`config.mk`:
```
export PLATFORM = sky130hd
export DESIGN_NAME = imm_encoder
export DESIGN_NICKNAME = d
export VERILOG_FILES = /design/src/rtl/imm_pkg.sv /design/src/rtl/imm_pack.sv /design/src/rtl/imm_encoder.sv
export SDC_FILE = /design/constraint.sdc
export NUM_CORES = 1
export LEC_CHECK = 0
export CORE_MARGIN = 3
export CORE_UTILIZATION = 51
export DETAILED_ROUTE_END_ITERATION = 8
export HOLD_SLACK_MARGIN = 0.08
export PLACE_DENSITY_LB_ADDON = 0.1
export SETUP_SLACK_MARGIN = 0.3
export SLEW_MARGIN = 30
export SYNTH_ARGS = -nofsm -noshare
export SYNTH_HDL_FRONTEND = slang
export SYNTH_SLANG_ARGS = --single-unit
export TNS_END_PERCENT = 20
```
`constraint.sdc`:
```
create_clock -name clk -period 4.71 [get_ports clk]
set_input_delay 0.7065 -clock clk [delete_from_list [all_inputs] [get_ports clk]]
set_output_delay 0.7065 -clock clk [all_outputs]
set_load 0.005 [all_outputs]
```
`src/rtl/imm_pkg.sv`:
```
// Shared types and range helpers for the RISC-V immediate encoder.
// Format selector, per-format signed range widths, and the range/alignment check.
package imm_pkg;

  typedef enum logic [1:0] {
    IMM_I = 2'b00,
    IMM_S = 2'b01,
    IMM_B = 2'b10,
    IMM_J = 2'b11
  } imm_src_e;

  localparam int IMM_W_I = 12;
  localparam int IMM_W_S = 12;
  localparam int IMM_W_B = 13;
  localparam int IMM_W_J = 21;

  // An immediate fits when every bit above its sign bit replicates the sign bit.
  function automatic logic imm_range_err(input imm_src_e src, input logic [31:0] imm);
    logic err;
    case (src)
      IMM_I:   err = !((&imm[31:IMM_W_I-1]) || !(|imm[31:IMM_W_I-1]));
      IMM_S:   err = !((&imm[31:IMM_W_S-1]) || !(|imm[31:IMM_W_S-1]));
      IMM_B:   err = !((&imm[31:IMM_W_B-1]) || !(|imm[31:IMM_W_B-1])) || imm[0];
      IMM_J:   err = !((&imm[31:IMM_W_J-1]) || !(|imm[31:IMM_W_J-1])) || imm[0];
      default: err = 1'b1;
    endcase
    return err;
  endfunction

endpackage

```
`src/rtl/imm_pack.sv`:
```
// Combinational field packing: scatters the immediate into its format's bit
// positions and keeps every other bit from the base instruction.
module imm_pack
  import imm_pkg::*;
#(
  parameter int WIDTH = 32
) (
  input  imm_src_e         src,
  input  logic [20:0]      imm,
  input  logic [WIDTH-1:0] base,
  input  logic             err,
  output logic [WIDTH-1:0] instr
);

  logic [WIDTH-1:0] mask_s;
  logic [WIDTH-1:0] field_s;

  // Select the immediate bit mask and scattered field for the format.
  always_comb begin
    mask_s  = 32'h0000_0000;
    field_s = 32'h0000_0000;
    case (src)
      IMM_I: begin
        mask_s  = 32'hFFF0_0000;
        field_s = {imm[11:0], 20'h0_0000};
      end
      IMM_S: begin
        mask_s  = 32'hFE00_0F80;
        field_s = {imm[11:5], 13'h0000, imm[4:0], 7'h00};
      end
      IMM_B: begin
        mask_s  = 32'hFE00_0F80;
        field_s = {imm[12], imm[10:5], 13'h0000, imm[4:1], imm[11], 7'h00};
      end
      IMM_J: begin
        mask_s  = 32'hFFFF_F000;
        field_s = {imm[20], imm[10:1], imm[11], imm[19:12], 12'h000};
      end
      default: begin
        mask_s  = 32'h0000_0000;
        field_s = 32'h0000_0000;
      end
    endcase
    instr = (base & ~mask_s) | (err ? 32'h0000_0000 : field_s);
  end

endmodule

```
`src/rtl/imm_encoder.sv`:
```
// Two-stage valid/ready immediate encoder: stage 1 captures the request and
// its range check, stage 2 holds the packed instruction until it is consumed.
module imm_encoder
  import imm_pkg::*;
#(
  parameter int WIDTH = 32
) (
  input  logic             clk,
  input  logic             rst,
  input  logic             InValid,
  output logic             InReady,
  input  logic [1:0]       ImmSrc,
  input  logic [WIDTH-1:0] Imm,
  input  logic [WIDTH-1:0] BaseInstr,
  output logic             OutValid,
  input  logic             OutReady,
  output logic [WIDTH-1:0] Instr,
  output logic             ImmErr,
  output logic [7:0]       ErrCount
);

  imm_src_e         in_src_s;
  logic             in_err_s;
  logic             s1_en_s;
  logic             s2_en_s;
  logic [WIDTH-1:0] pack_instr_s;

  logic             s1_valid_r;
  imm_src_e         s1_src_r;
  logic [20:0]      s1_imm_r;
  logic [WIDTH-1:0] s1_base_r;
  logic             s1_err_r;

  logic             s2_valid_r;
  logic [WIDTH-1:0] s2_instr_r;
  logic             s2_err_r;
  logic [7:0]       err_count_r;

  assign in_src_s = imm_src_e'(ImmSrc);
  assign in_err_s = imm_range_err(in_src_s, Imm);

  // Stage 2 loads when empty or draining; stage 1 moves whenever stage 2 can take it.
  assign s2_en_s = !s2_valid_r || OutReady;
  assign s1_en_s = !s1_valid_r || s2_en_s;
  assign InReady = s1_en_s;

  // Stage 1: request capture; only the low 21 immediate bits feed packing.
  always_ff @(posedge clk or posedge rst) begin
    if (rst) begin
      s1_valid_r <= 1'b0;
      s1_src_r   <= IMM_I;
      s1_imm_r   <= 21'h00_0000;
      s1_base_r  <= 32'h0000_0000;
      s1_err_r   <= 1'b0;
    end else if (s1_en_s) begin
      s1_valid_r <= InValid;
      if (InValid) begin
        s1_src_r  <= in_src_s;
        s1_imm_r  <= Imm[20:0];
        s1_base_r <= BaseInstr;
        s1_err_r  <= in_err_s;
      end
    end
  end

  imm_pack #(.WIDTH(WIDTH)) u_pack (
    .src   (s1_src_r),
    .imm   (s1_imm_r),
    .base  (s1_base_r),
    .err   (s1_err_r),
    .instr (pack_instr_s)
  );

  // Stage 2: output register, held stable while the consumer stalls.
  always_ff @(posedge clk or posedge rst) begin
    if (rst) begin
      s2_valid_r <= 1'b0;
      s2_instr_r <= 32'h0000_0000;
      s2_err_r   <= 1'b0;
    end else if (s2_en_s) begin
      s2_valid_r <= s1_valid_r;
      if (s1_valid_r) begin
        s2_instr_r <= pack_instr_s;
        s2_err_r   <= s1_err_r;
      end
    end
  end

  // Saturating count of delivered error results.
  always_ff @(posedge clk or posedge rst) begin
    if (rst) begin
      err_count_r <= 8'h00;
    end else if (s2_valid_r && OutReady && s2_err_r && (err_count_r != 8'hFF)) begin
      err_count_r <= err_count_r + 8'd1;
    end
  end

  assign OutValid = s2_valid_r;
  assign Instr    = s2_instr_r;
  assign ImmErr   = s2_err_r;
  assign ErrCount = err_count_r;

endmodule

```
==> impl_results.md, run 1 <==
- R2r setup slk: 2710 ps
- Post-synth cell types: 31
- CP most frequent cell: clkdlybuf4s50_1
- Lkg Pwr: 2.16 nW
- Crit path launch type: primary input
- Die width: 93.4 um
- Status: completed
- Max cap viols: 0
- DR WL/cell: 15.7 um
- Class of the worst hold path: flip-flop to flip-flop
- Initial antenna violation count: 0
- Fmax: 0.381 GHz
- CP startpoint: OutReady
- Sequence of cells on the critical path: clkdlybuf4s50_1 > nand3b_1 > clkdlybuf4s50_1
- Max stage delay on crit path: 520 ps
- Post-Syn Area: 3900 um^2
- Number of vias per cell: 5.33
- Post-synth ARST share: 1.00
- Worst R2R Start: s1_valid_r
- Die Ht: 93.4 um
- H-tree depth: 3
- Fin. max-slew vios: 0
- ANT cells: 0
- Ys flop type: dfrtp_1
- RSZ-0062 raised after global routing: no
- Cells after Synth: 317
- First-pass GRT wire length: 13800 um
- DR DRC count: 0
- # setup viols final: 0
- Tcrit/Tclk final: 0.557
- Nets: 497
- Vias: 2793
- Layout area overhead: 35.2%
- Initial DRC Count: between 100 and 150
- Syn Nets: 393
- Worst Path Buf+Inv: 2
- Arr. time, crit path: about 1900 ps
- CP required: 4000 ps
- Vias in the first global route: 2887
- Hold endpoint: Instr[21]
- Clock Path Buffers: 2
- Crit. End Element: output pin
- Relative slew slack: 0.505
- Hold Buf Count CTS: 0
- GR Overflow Total: 0
- Detailed placement HPWL: 5860 um
- Most frequent cells in the layout: clkdlybuf4s50_1, dfrtp_1, mux2_2, nand2_1, o21ai_0
- Hold Fails Final Rpt: 0
- Final hold slack: between 400 and 500 ps
- Slew @ Worst Pin: 742 ps
- #FFs+latches synth: between 90 and 100
- Hold Crit Start: Instr[21]
- Power per cell area: 408 nW/um^2
- Peak supply drop: 0.220 mV
- Post-synth EDFFs: 0
- Core area: 7330 um^2
- R2R depth: 4
- Cts repair resizes: 0
- Largest net degree at the start of global routing: 64
- All-Layer GR Usage: 0.202
- Worst skew pair latency: 350 ps
- Most common cell after layout, fill and taps aside: clkdlybuf4s50_1
- DRT Pass-1 Iters: 4
- Mean post-synth cell area: 12.3 um^2
- Clock period minus worst slack: around 2600 ps
- Largest delay share family, worst path: buffers and inverters
- Rows: 31
- Slowest CP cell: clkdlybuf4s50_1
- Kind of critical path: primary input to output pin
- Setup_tns: 0 ps
- Worst R2R End: s1_imm_r[19]
- Final setup margin: 2090 ps
- # fillers: 533
- PortBufs: about 110
- Dpl ws: 1860 ps
- Die ar.: just under 9000 um^2
- Post-CTS Setup Bufs: 0
- I/O pins: 113
- Layout cells sized above 1: 0.181
- Root buffer cell: clkbuf_8
- Yosys warnings: 0
- Initial Utilization: 0.532
- Layout Skew: 10.4 ps
- Peak fanout along the critical path: 3
- CTS clock-pin slew for the worst setup and hold paths: 80 ps
- CTS tree: yes
- RePlAce Congestion: 0.810
- Antenna viol nets, final: 0
- TritonCTS Sinks: 92
- CTS buffer count: 9
- Post-Route WL: just over 8000 um
- Sequential fraction of the synthesis area: 0.590
- Hold Crit Depth: 2
==> layout make-up <==
class / instances / area, um^2 / area share
Sequential cell: 92 / 2300 / 0.437
Tap cell: 99 / 124 / 0.0235
Timing Repair Buffer: 107 / 1070 / 0.202
Clock inverter: 4 / 97.6 / 0.0185
Multi-Input combinational cell: 207 / 1520 / 0.289
Clock buffer: 11 / 141 / 0.0268
Inverter: 4 / 17.5 / 0.00332
==> cells in the mapped netlist, drive strengths merged (5+ instances only) <==
| master | n | share of area |
|---|---|---|
| buf | 10 | 0.014 |
| nand2b | 9 | 0.014 |
| nor2 | 7 | 0.0067 |
| nor4 | 5 | 0.0080 |
| nor2b | 9 | 0.014 |
| a21oi | 12 | 0.015 |
| xnor2 | 6 | 0.013 |
| a22oi | 10 | 0.019 |
| nand2 | 34 | 0.033 |
| ha | 6 | 0.019 |
| nand4 | 8 | 0.013 |
| dfrtp | 92 | 0.59 |
| o21ai | 28 | 0.036 |
| mux2 | 57 | 0.17 |
==> worst register-to-register path, cell delays in order, from the launching register on <==
cell and delay [ps]:
dfrtp_1 410, nand3b_1 150, nand2_2 460, buf_4 450
mux2_2 410
==> how the worst max path moves through the flow <==
stage              endpoint  slack (ps)  depth (start not counted)
4_1_cts             InReady        2100                          3
6_report            InReady        2090                          3
3_5_place_dp    s1_imm_r[5]        1860                          5
2_1_floorplan   ErrCount[0]        1610                          1
3_3_place_gp   s1_imm_r[17]        1890                          5
5_1_grt             InReady        2060                          3
==> report_power, final <==
part,leakage (nW),internal [W],switching (W)
logic,0.931,0.000317,0.000178
registers,1.11,0.000929,0.000102
clock network,0.116,0.000365,0.000258
total,2.16,0.00161,0.000538
==> flip-flops by register name, summed over array words and instances, names as in the netlist <==
| signal | count |
|---|---|
| Instr | 32 |
| s1_base_r | 25 |
| s1_imm_r | 21 |
| ErrCount | 8 |
| s1_src_r | 2 |
| ImmErr | 1 |
| OutValid | 1 |
| s1_err_r | 1 |
| s1_valid_r | 1 |
==> stage by stage <==
stage	utilization	instance area [um^2]	power [W]	instances
global placement	0.686	5030	0.00153	509
global route	0.719	5270	0.00226	524
CTS	0.718	5270	0.00217	524
detailed placement	0.686	5030	0.00155	509
floorplan	-	3900	0.00127	317
finish	0.719	5270	0.00215	524
==> per-layer routing <==
| metal | vias to the layer above | share of wire | GRT usage |
|---|---|---|---|
| li1 | 1328 | - | - |
| met1 | 1349 | 0.41 | 0.249 |
| met2 | 94 | 0.51 | 0.342 |
| met3 | 22 | 0.055 | 0.0410 |
| met4 | 0 | 0.024 | 0.0879 |
| met5 | - | 0 | 0 |
==> kinds of logic (layout without fill, tap and decap cells) <==
| group | count (synthesis) | after routing | synth area share |
|---|---|---|---|
| AO/OA/AOI/OAI | 54 | 54 | 0.0796 |
| XOR/XNOR | 7 | 7 | 0.0157 |
| adder cells (fa/ha/maj) | 6 | 6 | 0.0192 |
| buffers and inverters | 18 | 126 | 0.0218 |
| flip-flops | 92 | 92 | 0.590 |
| multiplexers | 58 | 58 | 0.168 |
| AND/OR/NAND/NOR | 82 | 82 | 0.105 |
Power figures use the tool's default switching activity.
==> run 2, diff against run 1 <==
--- a/config.mk
+++ b/config.mk
@@ -6,7 +6,7 @@
 export NUM_CORES = 1
 export LEC_CHECK = 0
 export CORE_MARGIN = 3
-export CORE_UTILIZATION = 51
+export CORE_UTILIZATION = 47
 export DETAILED_ROUTE_END_ITERATION = 8
 export HOLD_SLACK_MARGIN = 0.08
 export PLACE_DENSITY_LB_ADDON = 0.1
==> constraint.sdc (replaced) <==
create_clock -name clk -period 2.6 [get_ports clk]
set_input_delay 0.39 -clock clk [delete_from_list [all_inputs] [get_ports clk]]
set_output_delay 0.39 -clock clk [all_outputs]
set_load 0.005 [all_outputs]
==> impl_results.md, run 2 (synthesized netlist as in run 1, its figures left out) <==
- Number of vias per cell: between 5 and 6
- RePlAce Congestion: 0.802
- Slew @ Worst Pin: roughly 680 ps
- Core area: 7890 um^2
- Fin. max-slew vios: 0
- Peak fanout along the critical path: 3
- Hold Buf Count CTS: 0
- CTS tree: yes
- Initial DRC Count: approximately 110
- Final hold slack: 463 ps
- Initial Utilization: 0.494
- Vias: between 2000 and 3000
- Hold Fails Final Rpt: 0
- Worst R2R Start: s1_src_r[0]
- Initial antenna violation count: 0
- CTS buffer count: 9
- I/O pins: 113
- Most frequent cells in the layout: clkdlybuf4s50_1, dfrtp_1, mux2_2, nand2_1, o21ai_0
- Clock period minus worst slack: 1970 ps
- Post-CTS Setup Bufs: 0
- Vias in the first global route: approximately 2800
- CTS clock-pin slew for the worst setup and hold paths: 90 ps
- Detailed placement HPWL: 5910 um
- Final setup margin: 633 ps
- Layout area overhead: 35.8%
- All-Layer GR Usage: 0.185
- Crit. End Element: output pin
- # fillers: ~660
- Switching Share: 0.267
- Relative slew slack: 0.546
- Clock Path Buffers: 2
- Max stage delay on crit path: 530 ps
- Sequence of cells on the critical path: clkdlybuf4s50_1 > nand3b_1 > clkdlybuf4s50_1
- Worst R2R End: Instr[10]
- Die ar.: approximately 9400 um^2
- Multi-input gate area: 1520 um^2
- Fmax: 0.508 GHz
- DRT Pass-1 Iters: 4
- Lkg Pwr: about 2.2 nW
- Class of the worst hold path: primary input to async pin
- RSZ-0062 raised after global routing: no
- Worst skew pair latency: 350 ps
- CP required: approximately 2200 ps
- Setup_tns: 0 ps
- Most common cell after layout, fill and taps aside: clkdlybuf4s50_1
- Crit path launch type: primary input
- Power per cell area: 707 nW/um^2
- DR DRC count: 0
- GR Overflow Total: 0
- Nets: 500
- Final non-filler cell total: roughly 530
- Cts repair resizes: 0
- Worst Path Buf+Inv: 2
- Largest delay share family, worst path: buffers and inverters
- Layout cells sized above 1: 0.189
- DR WL/cell: roughly 16 um
- Logic pwr share: 0.244
- Slowest CP cell: clkdlybuf4s50_1
- Tcrit/Tclk final: 0.757
- Clk pwr share: 0.257
- Placed cells: 515
- ANT cells: 0
- Largest net degree at the start of global routing: 63
- Int Pwr: between 0.002 and 0.003 W
- Dpl ws: 522 ps
- Max reg flops: 32
- PortBufs: around 110
- TritonCTS Sinks: a little over 90
- # setup viols final: 0
- FF+latch area: 2300 um^2
- Die width: about 100 um
- Peak supply drop: around 0.40 mV
- Status: completed
- Root buffer cell: clkbuf_8
- Die Ht: around 97 um
- CP most frequent cell: clkdlybuf4s50_1
- Kind of critical path: primary input to output pin
- Rows: 32
- Psw: 0.000999 W
- CP startpoint: OutReady
- H-tree depth: 3
- R2r setup slk: roughly 900 ps
- Max cap viols: 0
- Post-Route WL: 8320 um
- First-pass GRT wire length: 14100 um
- Layout Skew: 10.2 ps
- R2R depth: 5
- Antenna viol nets, final: 0
- Reg power frac: 0.499
- Arr. time, crit path: between 1500 and 2000 ps
==> run 2: changes by cell type in the layout (fill, tap and decap cells not counted) <==
cell	before	now
clkinvlp_4	1	4
inv_4	1	0
nand2_2	1	2
clkinv_4	0	1
buf_12	0	3
bufinv_16	3	1
nand2_4	1	0
==> run 2: layer usage <==
metal | up-vias | global-route usage | share of wire
met2 | 83 | 0.299 | 0.50
met5 | - | 0 | 0
met1 | 1408 | 0.243 | 0.43
met4 | 0 | 0.0756 | 0.020
met3 | 13 | 0.0409 | 0.052
li1 | 1334 | - | -
==> run 2: worst register-to-register path, cell delays in order, from the launching register on <==
cell	delay [ps]
dfrtp_1	430
inv_1	90
ha_1	280
nor3_1	490
a22oi_1	130
o21ai_0	210
==> run 2: per-stage QoR <==
step | total power [W] | cell area, um^2 | util
2_1_floorplan | 0.00229 | 3900 | -
3_3_place_gp | 0.00279 | 5090 | 0.646
3_5_place_dp | 0.00282 | 5090 | 0.646
4_1_cts | 0.00379 | 5300 | 0.671
5_1_grt | 0.00396 | 5300 | 0.671
6_report | 0.00374 | 5300 | 0.671
==> run 2: power groups by stage <==
stage / logic, W / registers, W / clock network [W]
after floorplan: 0.000427 / 0.00187 / 0
after detailed placement: 0.000926 / 0.00190 / 0
after global routing: 0.00100 / 0.00191 / 0.00106
after CTS: 0.000929 / 0.00187 / 0.000991
after global placement: 0.000904 / 0.00189 / 0
final: 0.000912 / 0.00187 / 0.000963
==> run 2: cell type report <==
class | count | share of cell area
Clock buffer | 11 | 0.0267
Clock inverter | 5 | 0.0116
Inverter | 4 | 0.00354
Multi-Input combinational cell | 207 | 0.287
Sequential cell | 92 | 0.435
Tap cell | 102 | 0.0241
Timing Repair Buffer | 110 | 0.213
==> run 2: how the worst max path moves through the flow <==
| stage | slack (ps) | to | cells past startpoint |
|---|---|---|---|
| floorplan | 1130 | ErrCount[0] | 1 |
| global placement | 550 | Instr[21] | 5 |
| detailed placement | 520 | Instr[10] | 5 |
| CTS | 630 | InReady | 3 |
| global route | 570 | InReady | 3 |
| finish | 630 | InReady | 3 |
==> run 3, diff against run 2 <==
--- a/config.mk
+++ b/config.mk
@@ -6,7 +6,7 @@
 export NUM_CORES = 1
 export LEC_CHECK = 0
 export CORE_MARGIN = 3
-export CORE_UTILIZATION = 47
+export CORE_UTILIZATION = 43
 export DETAILED_ROUTE_END_ITERATION = 8
 export HOLD_SLACK_MARGIN = 0.08
 export PLACE_DENSITY_LB_ADDON = 0.1
==> constraint.sdc (replaced) <==
create_clock -name clk -period 1.7 [get_ports clk]
set_input_delay 0.255 -clock clk [delete_from_list [all_inputs] [get_ports clk]]
set_output_delay 0.255 -clock clk [all_outputs]
set_load 0.005 [all_outputs]
==> impl_results.md, run 3 (synthesized netlist as in run 1, its figures left out) <==
- Status: completed
- Power per cell area: approximately 1000 nW/um^2
- Layout cells sized above 1: 0.298
- H-tree depth: 3
- CTS clock-pin slew for the worst setup and hold paths: ~90 ps
- Multi-input gate area: 1680 um^2
- Crit. End Element: flip-flop
- R2r setup slk: 210 ps
- Worst R2R Start: ErrCount[3]
- Initial DRC Count: 103
- Finished Cell Area: 5890 um^2
- Layout area overhead: 51.0%
- Relative slew slack: 0.743
- Fmax: 0.673 GHz
- Root buffer cell: clkbuf_8
- Lkg Pwr: 2.63 nW
- CTS buffer count: 9
- I/O pins: ~110
- FF+latch area: 2300 um^2
- Kind of critical path: flip-flop to flip-flop
- Initial Utilization: 0.445
- Number of vias per cell: around 5.1
- Nets: 537
- Post-Route WL: 9200 um
- CP required: 1940 ps
- Arr. time, crit path: 1730 ps
- Die ar.: 10200 um^2
- Tcrit/Tclk final: 0.875
- RSZ-0062 raised after global routing: yes
- # setup viols final: 0
- RePlAce Congestion: 0.793
- PortBufs: 105
- Rows: 34
- First-pass GRT wire length: 14300 um
- ANT cells: 0
- Die width: 101 um
- DRT Pass-1 Iters: 4
- Core area: just under 9000 um^2
- Worst R2R End: ErrCount[1]
- Most common cell after layout, fill and taps aside: dfrtp_1
- CTS tree: yes
- Cell Area, Placed: 5250 um^2
- Clock Path Buffers: 2
- Slew @ Worst Pin: around 390 ps
- Peak supply drop: roughly 0.63 mV
- All-Layer GR Usage: 0.178
- R2R depth: 4
- Overall power: 0.00610 W
- Vias in the first global route: 2962
- Worst skew pair latency: 350 ps
- Crit path launch type: flip-flop
- Peak fanout along the critical path: 8
- Die Ht: 101 um
- GR Overflow Total: 0
- DR WL/cell: 16.0 um
- Max reg flops: 32
- Hold Fails Final Rpt: 0
- # fillers: 677
- TritonCTS Sinks: 92
- Vias: between 2000 and 3000
- Most frequent cells in the layout: dfrtp_1, clkdlybuf4s50_1, mux2_2, nand2_1, buf_4
- Initial antenna violation count: 0
- Setup_tns: 0 ps
- Max cap viols: 0
- Detailed placement HPWL: 6290 um
- Largest net degree at the start of global routing: 34
- Layout Skew: ~12 ps
- Class of the worst hold path: primary input to async pin
- Antenna viol nets, final: 0
- Final hold slack: 235 ps
- Clock period minus worst slack: 1490 ps
- DR DRC count: 0
- Fin. max-slew vios: 0
-- run 3: layout make-up --
cell class / instances / area share
Tap cell: 108 / 0.0229
Clock inverter: 3 / 0.00786
Clock buffer: 13 / 0.0253
Multi-Input combinational cell: 207 / 0.286
Timing Repair Buffer: 147 / 0.263
Sequential cell: 92 / 0.391
Inverter: 4 / 0.00382
-- run 3: how the worst max path moves through the flow --
stage,from,end,slack (ps),cells past startpoint
2_1_floorplan,ErrCount[2],ErrCount[1],240,5
3_3_place_gp,Imm[16],s1_err_r,-170,6
3_5_place_dp,Imm[20],s1_err_r,-160,6
4_1_cts,ErrCount[4],ErrCount[4],170,1
5_1_grt,Instr[28],Instr[28],160,1
6_report,ErrCount[3],ErrCount[1],210,4
-- run 3: where the power goes --
group / switching (W) / internal [W] / total (W)
sequential: 0.000238 / 0.00258 / 0.00281
combinational: 0.000671 / 0.00117 / 0.00184
clock: 0.000723 / 0.000725 / 0.00145
-- run 3: stage by stage --
| step | setup slack, ps | util | instances |
|---|---|---|---|
| 6_report | 213 | 0.672 | 574 |
| 5_1_grt | 162 | 0.672 | 574 |
| 4_1_cts | 173 | 0.632 | 563 |
| 3_5_place_dp | -159 | 0.599 | 538 |
| 3_3_place_gp | -175 | 0.599 | 538 |
| 2_1_floorplan | 240 | - | 317 |
-- run 3: critical path, cell delays in order, from the launching register on --
cell and delay (ps):
dfrtp_1 410, and4_1 240, nand2_1 100, o2111a_2 320
mux2_4 320
-- run 3: per-layer routing --
layer  GRT usage  vias to the layer above  routed length (um)
li1            -                     1406                   -
met1       0.223                     1430                3840
met5           0                        -                   0
met4      0.0552                        0                 141
met2       0.301                       70                4740
met3      0.0489                       12                 476
-- run 3: repair_timing --
item / CTS / global route
pin swaps: 1 / 20
buffers inserted: 9 / 7
cloned: 0 / 4
hold buffers: 0 / 0
setup endpoints to repair: 69 / 121
endpoints found under the hold margin: 0 / 0
gates resized for setup: 16 / 63
